`src/rtl/keypad_pkg.sv`:
```
// Shared constants and types for the keypad scanner and its bus slot.
package keypad_pkg;

   localparam logic ADDR_DATA   = 1'b0;
   localparam logic ADDR_STATUS = 1'b1;

   localparam int unsigned ST_NOT_EMPTY = 7;
   localparam int unsigned ST_OVERFLOW  = 6;
   localparam int unsigned ST_IRQ_EN    = 5;

   localparam logic [7:0] KEY_CODE_BASE = 8'h10;

   typedef enum logic [1:0] {
      RELEASED     = 2'd0,
      PRESS_PEND   = 2'd1,
      HELD         = 2'd2,
      RELEASE_PEND = 2'd3
   } deb_state_t;

   // Code = base + 4*row + col, which is just {row, col} above the base.
   function automatic logic [7:0] key_code(input logic [1:0] row_idx, input logic [1:0] col_idx);
      return KEY_CODE_BASE + 8'({row_idx, col_idx});
   endfunction

endpackage

```
`src/rtl/keypad_fifo.sv`:
```
// Small key-code queue; a push into a full queue only lands if a pop frees a slot the same edge.
module keypad_fifo #(
   parameter int unsigned DEPTH = 4,
   parameter int unsigned WIDTH = 8
) (
   input  logic                         clk,
   input  logic                         rst,
   input  logic                         push,
   input  logic [WIDTH-1:0]             din,
   input  logic                         pop,
   output logic [WIDTH-1:0]             dout,
   output logic [$clog2(DEPTH+1)-1:0]   count,
   output logic                         full,
   output logic                         empty
);

   localparam int unsigned AW = (DEPTH > 1) ? $clog2(DEPTH) : 1;
   localparam int unsigned CW = $clog2(DEPTH + 1);

   logic [WIDTH-1:0] mem [DEPTH];
   logic [AW-1:0]    rd_ptr;
   logic [AW-1:0]    wr_ptr;
   logic             do_pop;
   logic             do_push;

   // Pop on empty is ignored; push on full needs a real pop alongside.
   always_comb begin
      do_pop  = pop && !empty;
      do_push = push && (!full || do_pop);
   end

   // Storage is not reset; the pointers define what is valid.
   always_ff @(posedge clk) begin
      if (do_push) mem[wr_ptr] <= din;
   end

   // Pointer and occupancy tracking with explicit wrap.
   always_ff @(posedge clk) begin
      if (rst) begin
         rd_ptr <= '0;
         wr_ptr <= '0;
         count  <= '0;
      end else begin
         if (do_push) wr_ptr <= (wr_ptr == AW'(DEPTH - 1)) ? '0 : wr_ptr + AW'(1);
         if (do_pop)  rd_ptr <= (rd_ptr == AW'(DEPTH - 1)) ? '0 : rd_ptr + AW'(1);
         if (do_push && !do_pop)      count <= count + CW'(1);
         else if (do_pop && !do_push) count <= count - CW'(1);
      end
   end

   // Head and flags straight from the registers.
   always_comb begin
      dout  = mem[rd_ptr];
      full  = (count == CW'(DEPTH));
      empty = (count == '0);
   end

endmodule

```
`src/rtl/keypad_scan_ctrl.sv`:
```
// 4x4 keypad column scanner, sweep debouncer and two-register CPU slot.
module keypad_scan_ctrl
   import keypad_pkg::*;
#(
   parameter int unsigned SCAN_DIV   = 100000,
   parameter int unsigned DEBOUNCE   = 3,
   parameter int unsigned FIFO_DEPTH = 4
) (
   input  logic       clk,
   input  logic       rst,
   input  logic [3:0] row,
   output logic [3:0] col,
   input  logic       cs,
   input  logic       rd,
   input  logic       wr,
   input  logic       addr,
   input  logic [7:0] wdata,
   output logic [7:0] rdata,
   output logic       irq
);

   localparam int unsigned SLOT_W = (SCAN_DIV > 1) ? $clog2(SCAN_DIV) : 1;
   localparam int unsigned CNT_W  = $clog2(DEBOUNCE + 1);
   localparam int unsigned FCW    = $clog2(FIFO_DEPTH + 1);

   logic [SLOT_W-1:0] slot_cnt;
   logic [1:0]        col_idx;
   logic              slot_end;
   logic              sweep_end;

   logic [1:0]        acc_hits;
   logic [3:0]        acc_code;
   logic [2:0]        row_hits;
   logic [1:0]        row_sel;
   logic [2:0]        hit_sum;
   logic [1:0]        merged_hits;
   logic [3:0]        merged_code;
   logic              sweep_key;
   logic [7:0]        sweep_code;

   deb_state_t        state, state_n;
   logic [7:0]        cand, cand_n;
   logic [CNT_W-1:0]  cnt, cnt_n;
   logic              push_c;
   logic              match;

   logic              rd_act, wr_act, pop_c, status_wr, drop;
   logic              overflow, irq_en;
   logic [7:0]        status;
   logic [7:0]        fifo_dout;
   logic [FCW-1:0]    fifo_count;
   logic              fifo_full, fifo_empty;
   logic              unused_wdata;

   assign unused_wdata = ^{wdata[7], wdata[4:0]};

   // Slot timing and one-hot column rotation.
   always_ff @(posedge clk) begin
      if (rst) begin
         slot_cnt <= '0;
         col_idx  <= 2'd0;
         col      <= 4'b0001;
      end else if (slot_end) begin
         slot_cnt <= '0;
         col_idx  <= col_idx + 2'd1;
         col      <= {col[2:0], col[3]};
      end else begin
         slot_cnt <= slot_cnt + SLOT_W'(1);
      end
   end

   // Merge this slot's row sample into the sweep tally (hits saturate at 2 = ghost).
   always_comb begin
      slot_end  = (slot_cnt == SLOT_W'(SCAN_DIV - 1));
      sweep_end = slot_end && (col_idx == 2'd3);
      row_hits  = 3'd0;
      row_sel   = 2'd0;
      for (int i = 0; i < 4; i++) begin
         row_hits = row_hits + 3'(row[i]);
         if (row[i]) row_sel = 2'(i);
      end
      hit_sum     = 3'(acc_hits) + row_hits;
      merged_hits = (hit_sum >= 3'd2) ? 2'd2 : hit_sum[1:0];
      merged_code = (row_hits == 3'd1) ? {row_sel, col_idx} : acc_code;
      sweep_key   = (merged_hits == 2'd1);
      sweep_code  = key_code(merged_code[3:2], merged_code[1:0]);
   end

   // Sweep accumulator, cleared as each sweep resolves.
   always_ff @(posedge clk) begin
      if (rst || sweep_end) begin
         acc_hits <= 2'd0;
         acc_code <= 4'd0;
      end else if (slot_end) begin
         acc_hits <= merged_hits;
         acc_code <= merged_code;
      end
   end

   // Debounce state register.
   always_ff @(posedge clk) begin
      if (rst) begin
         state <= RELEASED;
         cand  <= 8'h00;
         cnt   <= '0;
      end else begin
         state <= state_n;
         cand  <= cand_n;
         cnt   <= cnt_n;
      end
   end

   // Debounce next state, evaluated only on sweep boundaries.
   always_comb begin
      state_n = state;
      cand_n  = cand;
      cnt_n   = cnt;
      push_c  = 1'b0;
      match   = sweep_key && (sweep_code == cand);
      if (sweep_end) begin
         case (state)
            RELEASED: begin
               if (sweep_key) begin
                  cand_n = sweep_code;
                  cnt_n  = CNT_W'(1);
                  if (DEBOUNCE <= 1) begin
                     push_c  = 1'b1;
                     state_n = HELD;
                  end else begin
                     state_n = PRESS_PEND;
                  end
               end
            end
            PRESS_PEND: begin
               if (match) begin
                  cnt_n = cnt + CNT_W'(1);
                  if (cnt + CNT_W'(1) == CNT_W'(DEBOUNCE)) begin
                     push_c  = 1'b1;
                     state_n = HELD;
                  end
               end else if (sweep_key) begin
                  cand_n = sweep_code;
                  cnt_n  = CNT_W'(1);
               end else begin
                  cnt_n   = '0;
                  state_n = RELEASED;
               end
            end
            HELD: begin
               if (!match) begin
                  if (DEBOUNCE <= 1) begin
                     cnt_n   = '0;
                     state_n = RELEASED;
                  end else begin
                     cnt_n   = CNT_W'(1);
                     state_n = RELEASE_PEND;
                  end
               end
            end
            RELEASE_PEND: begin
               if (match) begin
                  state_n = HELD;
               end else if (cnt + CNT_W'(1) == CNT_W'(DEBOUNCE)) begin
                  cnt_n   = '0;
                  state_n = RELEASED;
               end else begin
                  cnt_n = cnt + CNT_W'(1);
               end
            end
            default: state_n = RELEASED;
         endcase
      end
   end

   keypad_fifo #(
      .DEPTH (FIFO_DEPTH),
      .WIDTH (8)
   ) u_fifo (
      .clk   (clk),
      .rst   (rst),
      .push  (push_c),
      .din   (cand_n),
      .pop   (pop_c),
      .dout  (fifo_dout),
      .count (fifo_count),
      .full  (fifo_full),
      .empty (fifo_empty)
   );

   // Bus decode; a read strobe masks any simultaneous write.
   always_comb begin
      rd_act    = cs && rd;
      wr_act    = cs && wr && !rd;
      pop_c     = rd_act && (addr == ADDR_DATA);
      status_wr = wr_act && (addr == ADDR_STATUS);
      drop      = push_c && fifo_full && !pop_c;
   end

   // Control bits; a drop in the same cycle beats a software clear.
   always_ff @(posedge clk) begin
      if (rst) begin
         overflow <= 1'b0;
         irq_en   <= 1'b0;
      end else begin
         if (status_wr) irq_en <= wdata[ST_IRQ_EN];
         if (drop)                                overflow <= 1'b1;
         else if (status_wr && wdata[ST_OVERFLOW]) overflow <= 1'b0;
      end
   end

   // Read mux and interrupt level, both from registered state.
   always_comb begin
      status               = 8'h00;
      status[ST_NOT_EMPTY] = !fifo_empty;
      status[ST_OVERFLOW]  = overflow;
      status[ST_IRQ_EN]    = irq_en;
      status[2:0]          = 3'(fifo_count);
      rdata                = (addr == ADDR_STATUS) ? status : (fifo_empty ? 8'h00 : fifo_dout);
      irq                  = irq_en && !fifo_empty;
   end

endmodule

```
`config.mk`:
```
export PLATFORM = sky130hd
export DESIGN_NAME = keypad_scan_ctrl
export DESIGN_NICKNAME = d
export VERILOG_FILES = /design/src/rtl/keypad_pkg.sv /design/src/rtl/keypad_fifo.sv /design/src/rtl/keypad_scan_ctrl.sv
export SDC_FILE = /design/constraint.sdc
export NUM_CORES = 1
export LEC_CHECK = 0
export ABC_AREA = 1
export CORE_MARGIN = 1
export CORE_UTILIZATION = 40
export CTS_BUF_LIST = sky130_fd_sc_hd__clkbuf_4 sky130_fd_sc_hd__clkbuf_8
export DETAILED_ROUTE_END_ITERATION = 7
export GPL_ROUTABILITY_DRIVEN = 0
export MAX_ROUTING_LAYER = met4
export PLACE_DENSITY_LB_ADDON = 0.2
export SETUP_SLACK_MARGIN = 0.4
export SLEW_MARGIN = 10
export SYNTH_ARGS = -nofsm -noshare
export SYNTH_HDL_FRONTEND = slang
export SYNTH_SLANG_ARGS = --single-unit
```
`constraint.sdc`:
```
create_clock -name clk -period 4.45 [get_ports clk]
set_input_delay 0.89 -clock clk [delete_from_list [all_inputs] [get_ports clk]]
set_output_delay 0.89 -clock clk [all_outputs]
set_load 0.005 [all_outputs]
```
Word-level counts from Yosys, hierarchy flattened
Memories as Yosys holds them, arrays and structs flattened. A register that Yosys moved wholly into a read port is not among the register bits.
Index checks and enable logic that the tools add are counted.

cells by class
  reduce and logical (&&, ||, !) cells = 30
  muxes and demuxes = 39
  magnitude comparators = 1
  equal/unequal tests = 18
  add/subtract/negate cells = 12
  bitwise logic cells = 1

operators by type and width
  kind                                            count
  2-to-1 mux 8 bit                                5
  2-to-1 mux 2 bit                                18
  adder 17 x 1 -> 17 bit (second input constant)  1
  == test 17 bit (second input constant)          1
  case mux 2 bit (4 select lines)                 2
  case mux 8 bit (2 select lines)                 1
  logical AND 1 bit                               15
  == test 2 bit (second input constant)           6
  2-to-1 mux 1 bit                                10
  inequality test 3 bit (second input constant)   3
  adder 2 x 1 -> 2 bit (second input constant)    4
  == test 6 x 8 -> 1 bit                          1
  adder 5 x 4 -> 6 bit (first input constant)     1
  logical NOT 1 bit                               6
  2-to-1 mux 3 bit                                2
  inequality test 2 bit (second input constant)   3
  AND reduction 6 bit                             1
  == test 2 x 1 -> 1 bit (second input constant)  2
  2-to-1 mux 4 bit                                1
  AND reduction 4 bit                             1
  nonzero test 2 bit                              2
  adder 2 x 1 -> 3 bit                            1
  adder 2 x 3 -> 3 bit                            1
  adder 3 x 1 -> 3 bit                            1
  11 further kinds                                12

storage, ports and cells
  memory bits (writable) = 32
  input bits = 18
  flip-flop bits (word level) = 50
  logic and storage cells = 115
  memories = 1

memory list
  name        depth  bits a word  read ports  clocked after memory_dff  write ports  line               RTL
  u_fifo.mem  4      8            1           1                         1            keypad_fifo.sv:20  logic [WIDTH-1:0] mem [DEPTH];

Depth between registers and ports, before layout
Gate-level depths: netlist (run 1).

  depth after elaboration = 16
  mapped depth = 22

Hierarchy
Synthesis (run 1) repeated with hierarchy kept, for this count alone.

unflattened totals
  cell total of the unflattened synthesis = 503
  area total of the unflattened synthesis = 4170.2 µm²

modules (own cells, without submodules)
  module            cells an instance  times used  area an instance (µm²)
  keypad_scan_ctrl  357                1           2467.4
  keypad_fifo       146                1           1702.9

Worst setup path after synthesis (run 1)
Ideal clock, no wire load.

  path type = input to register
  start = in row[0]
  end = reg u_fifo.count[2]
  setup slack = 0.247 ns
  required time = 4.328 ns
  stages = 20
  setup time = 0.122 ns
  path buffers = 0
  data arrival time = 4.081 ns
  cell sequence = fa_1 > ha_1 > ha_1 > fa_1 > inv_1 > nor2_1 > nor2_1 > nand2_1 > nor2_4 > nand4_2 > inv_2 > nand4_4 > inv_1 > ha_1 > inv_1 > fa_1 > a21oi_1 > o21ai_0 > o21ai_0 > a21oi_1

on the way
  longest elaborated chain between the ends = 15
  elaborated cells on any way between the ends = 21
  those cells by class = add/sub (5); order compare (1); eq/ne (3); mux (6); reduce/logical (6)

RTL lines
  item                                                                                   line                                             RTL
  start: declaration                                                                     keypad_scan_ctrl.sv:11                           input logic [3:0] row,
  adder 1 x 1 -> 2 bit (*)                                                               keypad_scan_ctrl.sv:79                           row_hits = row_hits + 3'(row[i]);
  adder 2 x 1 -> 3 bit (*)                                                               keypad_scan_ctrl.sv:79
  adder 3 x 1 -> 3 bit (*)                                                               keypad_scan_ctrl.sv:79
  == test 3 x 1 -> 1 bit / adder 2 x 3 -> 3 bit (equally long branches)                  keypad_scan_ctrl.sv:84, keypad_scan_ctrl.sv:82
  2-to-1 mux 4 bit / greater-or-equal comparator 3 x 2 -> 1 bit (equally long branches)  keypad_scan_ctrl.sv:84, keypad_scan_ctrl.sv:83
  adder 5 x 4 -> 6 bit / 2-to-1 mux 2 bit (equally long branches)                        keypad_pkg.sv:22, keypad_scan_ctrl.sv:83
  == test 6 x 8 -> 1 bit / == test 2 x 1 -> 1 bit (equally long branches)                keypad_scan_ctrl.sv:119, keypad_scan_ctrl.sv:85
  logical AND 1 bit (*)                                                                  keypad_scan_ctrl.sv:119                          match = sweep_key && (sweep_code == cand);
  2-to-1 mux 1 bit (*)                                                                   keypad_scan_ctrl.sv:135                          if (match) begin
  2-to-1 mux 1 bit (*)                                                                   keypad_scan_ctrl.sv:121                          case (state)
  2-to-1 mux 1 bit (*)                                                                   keypad_scan_ctrl.sv:120                          if (sweep_end) begin
  logical AND 1 bit (*)                                                                  keypad_fifo.sv:29                                do_push = push && (!full || do_pop);
  via u_fifo.do_push                                                                     keypad_fifo.sv:24                                logic do_push;
  logical NOT 1 bit                                                                      keypad_fifo.sv:47                                else if (do_pop && !do_push) count <= count - CW'(1);
  logical AND 1 bit                                                                      keypad_fifo.sv:47
  nonzero test 2 bit (no line)                                                           --
  end signal: assignment                                                                 keypad_fifo.sv:46                                if (do_push && !do_pop) count <= count + CW'(1);
  end signal: assignment                                                                 keypad_fifo.sv:47
  end: declaration                                                                       keypad_fifo.sv:12                                output logic [$clog2(DEPTH+1)-1:0] count,

Mark *: on every way through the listed nets, which the timed path passes. The rest lies on a longest branch.
A chain may end at the register's enable or synchronous reset.

Worst setup path after layout (run 1)
  start = in row[1]
  end = reg acc_hits[1]

on the way
  longest elaborated chain between the ends = 6

RTL lines
  item                                        line                    RTL
  adder 1 x 1 -> 2 bit (*)                    keypad_scan_ctrl.sv:79
  adder 2 x 1 -> 3 bit (*)                    keypad_scan_ctrl.sv:79
  adder 3 x 1 -> 3 bit (*)                    keypad_scan_ctrl.sv:79
  adder 2 x 3 -> 3 bit (*)                    keypad_scan_ctrl.sv:82  hit_sum = 3'(acc_hits) + row_hits;
  greater-or-equal comparator 3 x 2 -> 1 bit  keypad_scan_ctrl.sv:83  merged_hits = (hit_sum >= 3'd2) ? 2'd2 : hit_sum[1:0];
  2-to-1 mux 2 bit (*)                        keypad_scan_ctrl.sv:83
  end signal: assignment                      keypad_scan_ctrl.sv:95  acc_hits <= merged_hits;
  end: declaration                            keypad_scan_ctrl.sv:31  logic [1:0] acc_hits;

Mark *: on every way between the ends. The rest lies on a longest branch, timed or not.

==> results of run 1 <==
==> worst reg2reg max path, cell delays in order (launching register included) <==
cell	delay [ns]
dfxtp_1	0.39
ha_4	0.15
fa_2	0.43
nor2_1	0.09
nand2_1	0.10
buf_4	0.15
buf_4	0.12
buf_4	0.12
buf_4	0.12
buf_4	0.12
buf_4	0.13
buf_4	0.12
buf_4	0.12
buf_4	0.12
buf_4	0.12
buf_4	0.12
nand2_1	0.06
a21oi_1	0.07
==> kinds of logic (layout without fill, tap and decap cells) <==
group,Yosys count,count (layout),synth area share [%]
buffers and inverters,76,142,6.97
AO/OA/AOI/OAI,86,86,11.3
XOR/XNOR,5,5,1.04
AND/OR/NAND/NOR,252,252,27.4
flip-flops,84,84,47.7
adder cells (fa/ha/maj),17,17,5.60
==> registers in the layout (all words and copies together) (netlist names), named ones only <==
name           flops
col                4
irq_en             1
u_fifo.rd_ptr      2
acc_hits           2
cnt                2
overflow           1
cand               8
acc_code           4
u_fifo.count       3
slot_cnt          17
col_idx            2
u_fifo.mem        32
state              1
u_fifo.wr_ptr      2
==> cells in the final DEF (no fill, tap or decap), types with 3 or more instances in the layout <==
| cell | Yosys | routed |
|---|---|---|
| inv_2 | 2 | 5 |
| nor3_1 | 9 | 9 |
| dfxtp_1 | 52 | 52 |
| inv_8 | 0 | 3 |
| o22ai_1 | 6 | 6 |
| clkbuf_2 | 0 | 3 |
| nand2_1 | 97 | 97 |
| inv_1 | 65 | 62 |
| ha_1 | 14 | 10 |
| nand2_2 | 4 | 4 |
| buf_4 | 1 | 34 |
| nor4_1 | 3 | 3 |
| nand3_1 | 32 | 32 |
| edfxtp_1 | 32 | 32 |
| clkbuf_8 | 0 | 9 |
| clkdlybuf4s50_1 | 0 | 21 |
| o21ai_0 | 40 | 38 |
| ha_4 | 0 | 4 |
| a21oi_1 | 29 | 28 |
| o221ai_1 | 4 | 4 |
| nor3b_1 | 5 | 5 |
| clkinv_4 | 0 | 3 |
| nor2_1 | 78 | 78 |
| nor2_4 | 5 | 5 |
| nand4_1 | 12 | 12 |
| xor2_1 | 3 | 3 |
==> worst paths after layout <==
check | from | end | cells after the start
hold reg to reg | slot_cnt[0]$_SDFF_PP0_ | slot_cnt[0]$_SDFF_PP0_ | 1
setup reg to reg | acc_hits[0]$_SDFFE_PP0P_ | acc_hits[1]$_SDFFE_PP0P_ | 17
hold / removal | slot_cnt[0]$_SDFF_PP0_ | slot_cnt[0]$_SDFF_PP0_ | 1
setup / recovery | row[1] | acc_hits[1]$_SDFFE_PP0P_ | 20
==> timing repair <==
| action | CTS | global route |
|---|---|---|
| endpoints found under the hold margin | 0 | 0 |
| buffers inserted | 12 | 2 |
| gates resized for setup | 4 | 13 |
| setup endpoints to repair | 2 | 2 |
| pin swaps | 4 | 10 |
==> power breakdown <==
part | internal (uW) | leakage, uW | switching, uW
clock | 222 | 0.000102 | 323
sequential | 793 | 0.000716 | 1.52
combinational | 82.9 | 0.00123 | 92.2
total | 1100 | 0.00205 | 416
==> area by class of cell <==
cell class	instances	share of cell area [%]
tap	136	3.35
inverter	68	5.05
clock buffer	9	2.44
timing repair buffer	58	9.46
clock inverter	7	1.50
multi-input combinational	360	38.8
sequential	84	39.4
==> routing by layer <==
layer / global-route usage (%) / part of all wire, %
met2: 31.0 / 49
met1: 22.0 / 47
met5: - / 0
met3: 2.94 / 3.5
met4: 4.08 / 0.78
==> through the flow <==
step	utilization, %	hold WS, ns	setup WS [ns]	setup TNS, ns
floorplan	-	0.418	0.403	0
global placement	46.5	0.432	-0.0527	-0.0527
detailed placement	46.5	0.456	-0.166	-0.196
CTS	49.3	0.471	0.504	0
global route	49.7	0.484	0.476	0
finish	49.7	0.463	0.541	0
==> flow_summary.json, run 1 <==
{
  "ys_seq_area_share_pct": 47.7,
  "placed_area_um2": 4750,
  "clk_latency_ns": 0.35,
  "synth_top_area_share_pct": 24.8,
  "synth_top_cell_by_area": "dfxtp_1",
  "synth-async-reset-ratio_pct": 0,
  "portBuffers": 24,
  "fin_nets": 616,
  "grt-ovfl-total": 0,
  "grt_max_degree": 21,
  "dpl.hpwl_um": 6480,
  "clock_sinks": 84,
  "arrival_ns": 4.14,
  "finalHoldViolations": 0,
  "viasPerCell": 4.88,
  "max_freq_mhz": 256,
  "cts-root-buf": "clkbuf_8",
  "netlist_area_um2": 4200,
  "crit_fanout": 3,
  "maxCapViolations": 0,
  "max-vdd-ir-drop_mv": 0.213,
  "hp-class": "flop to flop",
  "drt-total-wl_um": 9060,
  "synth.most_common_cell": "nand2_1",
  "path_cells": "clkbuf_2 -> fa_1 -> ha_4 -> ha_4 -> fa_2 -> nor2_1 -> nand2_1 -> buf_4 -> buf_4 -> buf_4 -> buf_4 -> buf_4 -> buf_4 -> buf_4 -> buf_4 -> buf_4 -> buf_4 -> buf_4 -> nand2_1 -> a21oi_1",
  "finClkSkew_ns": 0.00962,
  "design_area_um2": 5080,
  "ios": 31,
  "multi_input_area_um2": 1970,
  "die_h_um": 104,
  "status": "finished clean",
  "syn_nets": 555,
  "slew_headroom_pct": 55.9,
  "rsz0062_at_grt": "false",
  "worstSetupStartpointType": "primary input",
  "min_period_ns": 3.91,
  "slowest_stage": "fa_1",
  "final-setup-viol-count": 0,
  "area.growth.synth_to_final_pct": 21.0,
  "cp_common_cell": "buf_4",
  "core-area_um2": 10200,
  "synth_area_leaders": "dfxtp_1, edfxtp_1, nand2_1",
  "ant_nets": 0,
  "synth_edf_count": 32,
  "ff2ff_setup_slack_ns": 1.67,
  "track_usage_pct": 18.0,
  "row_count": 37,
  "htreeDepth": 3,
  "power_uw": 1510,
  "nFillCells": 990,
  "initial_core_util_pct": 41.0,
  "yosys_warnings": 0,
  "place_inst": 692,
  "cts_tree": "done",
  "vias": 3524,
  "worst_slew_pin_slew_ns": 0.660,
  "register_area_um2": 2000,
  "cp_num_buf_inv": 12,
  "clkTransAtPathRegs_ns": 0.10,
  "die_x_um": 104,
  "synth.top_cells.by_count": "nand2_1, nor2_1, inv_1",
  "ys_dominant_reg_cell": "dfxtp_1",
  "critical_path_required_ns": 4.68,
  "wl_per_cell_um": 12.5,
  "drive_above_1_share_pct": 14.2,
  "instances_no_fill": 722,
  "grt_pass1_wl_um": 15300,
  "synth-seq-cells": 84,
  "insertedDiodeCount": 0,
  "drtIter0Drc": 220,
  "antenna_found_initial": 0,
  "power_density_nw_per_um2": 298,
  "grt_pass1_vias": 3353,
  "critPathKind": "primary input to flop",
  "worst_path_dominant_cell_family": "buffers and inverters",
  "drtPass1Iterations": 4,
  "fp.dieArea_um2": 10900,
  "min_period_over_period_pct": 87.8,
  "synthDistinctLibCells": 37,
  "slowest_delay_ns": 0.53,
  "worstSetupEndpointType": "flop",
  "netlist_instances": 520,
  "drc": 0,
  "numCtsBuffers": 9,
  "postSynthAreaPerCell_um2": 8.08,
  "clock_path_buffers": 2,
  "p_leak_uw": 0.00205,
  "drv_slew": 0,
  "cts-hold-fix-buffers": 0
}
(Power assumes the default switching activity.)
==> inputs of run 2 (changes only) <==
- SLEW_MARGIN: 10 -> 20
==> results of run 2 <==
The final DEF is identical to that of run 1; final timing and power are the same.
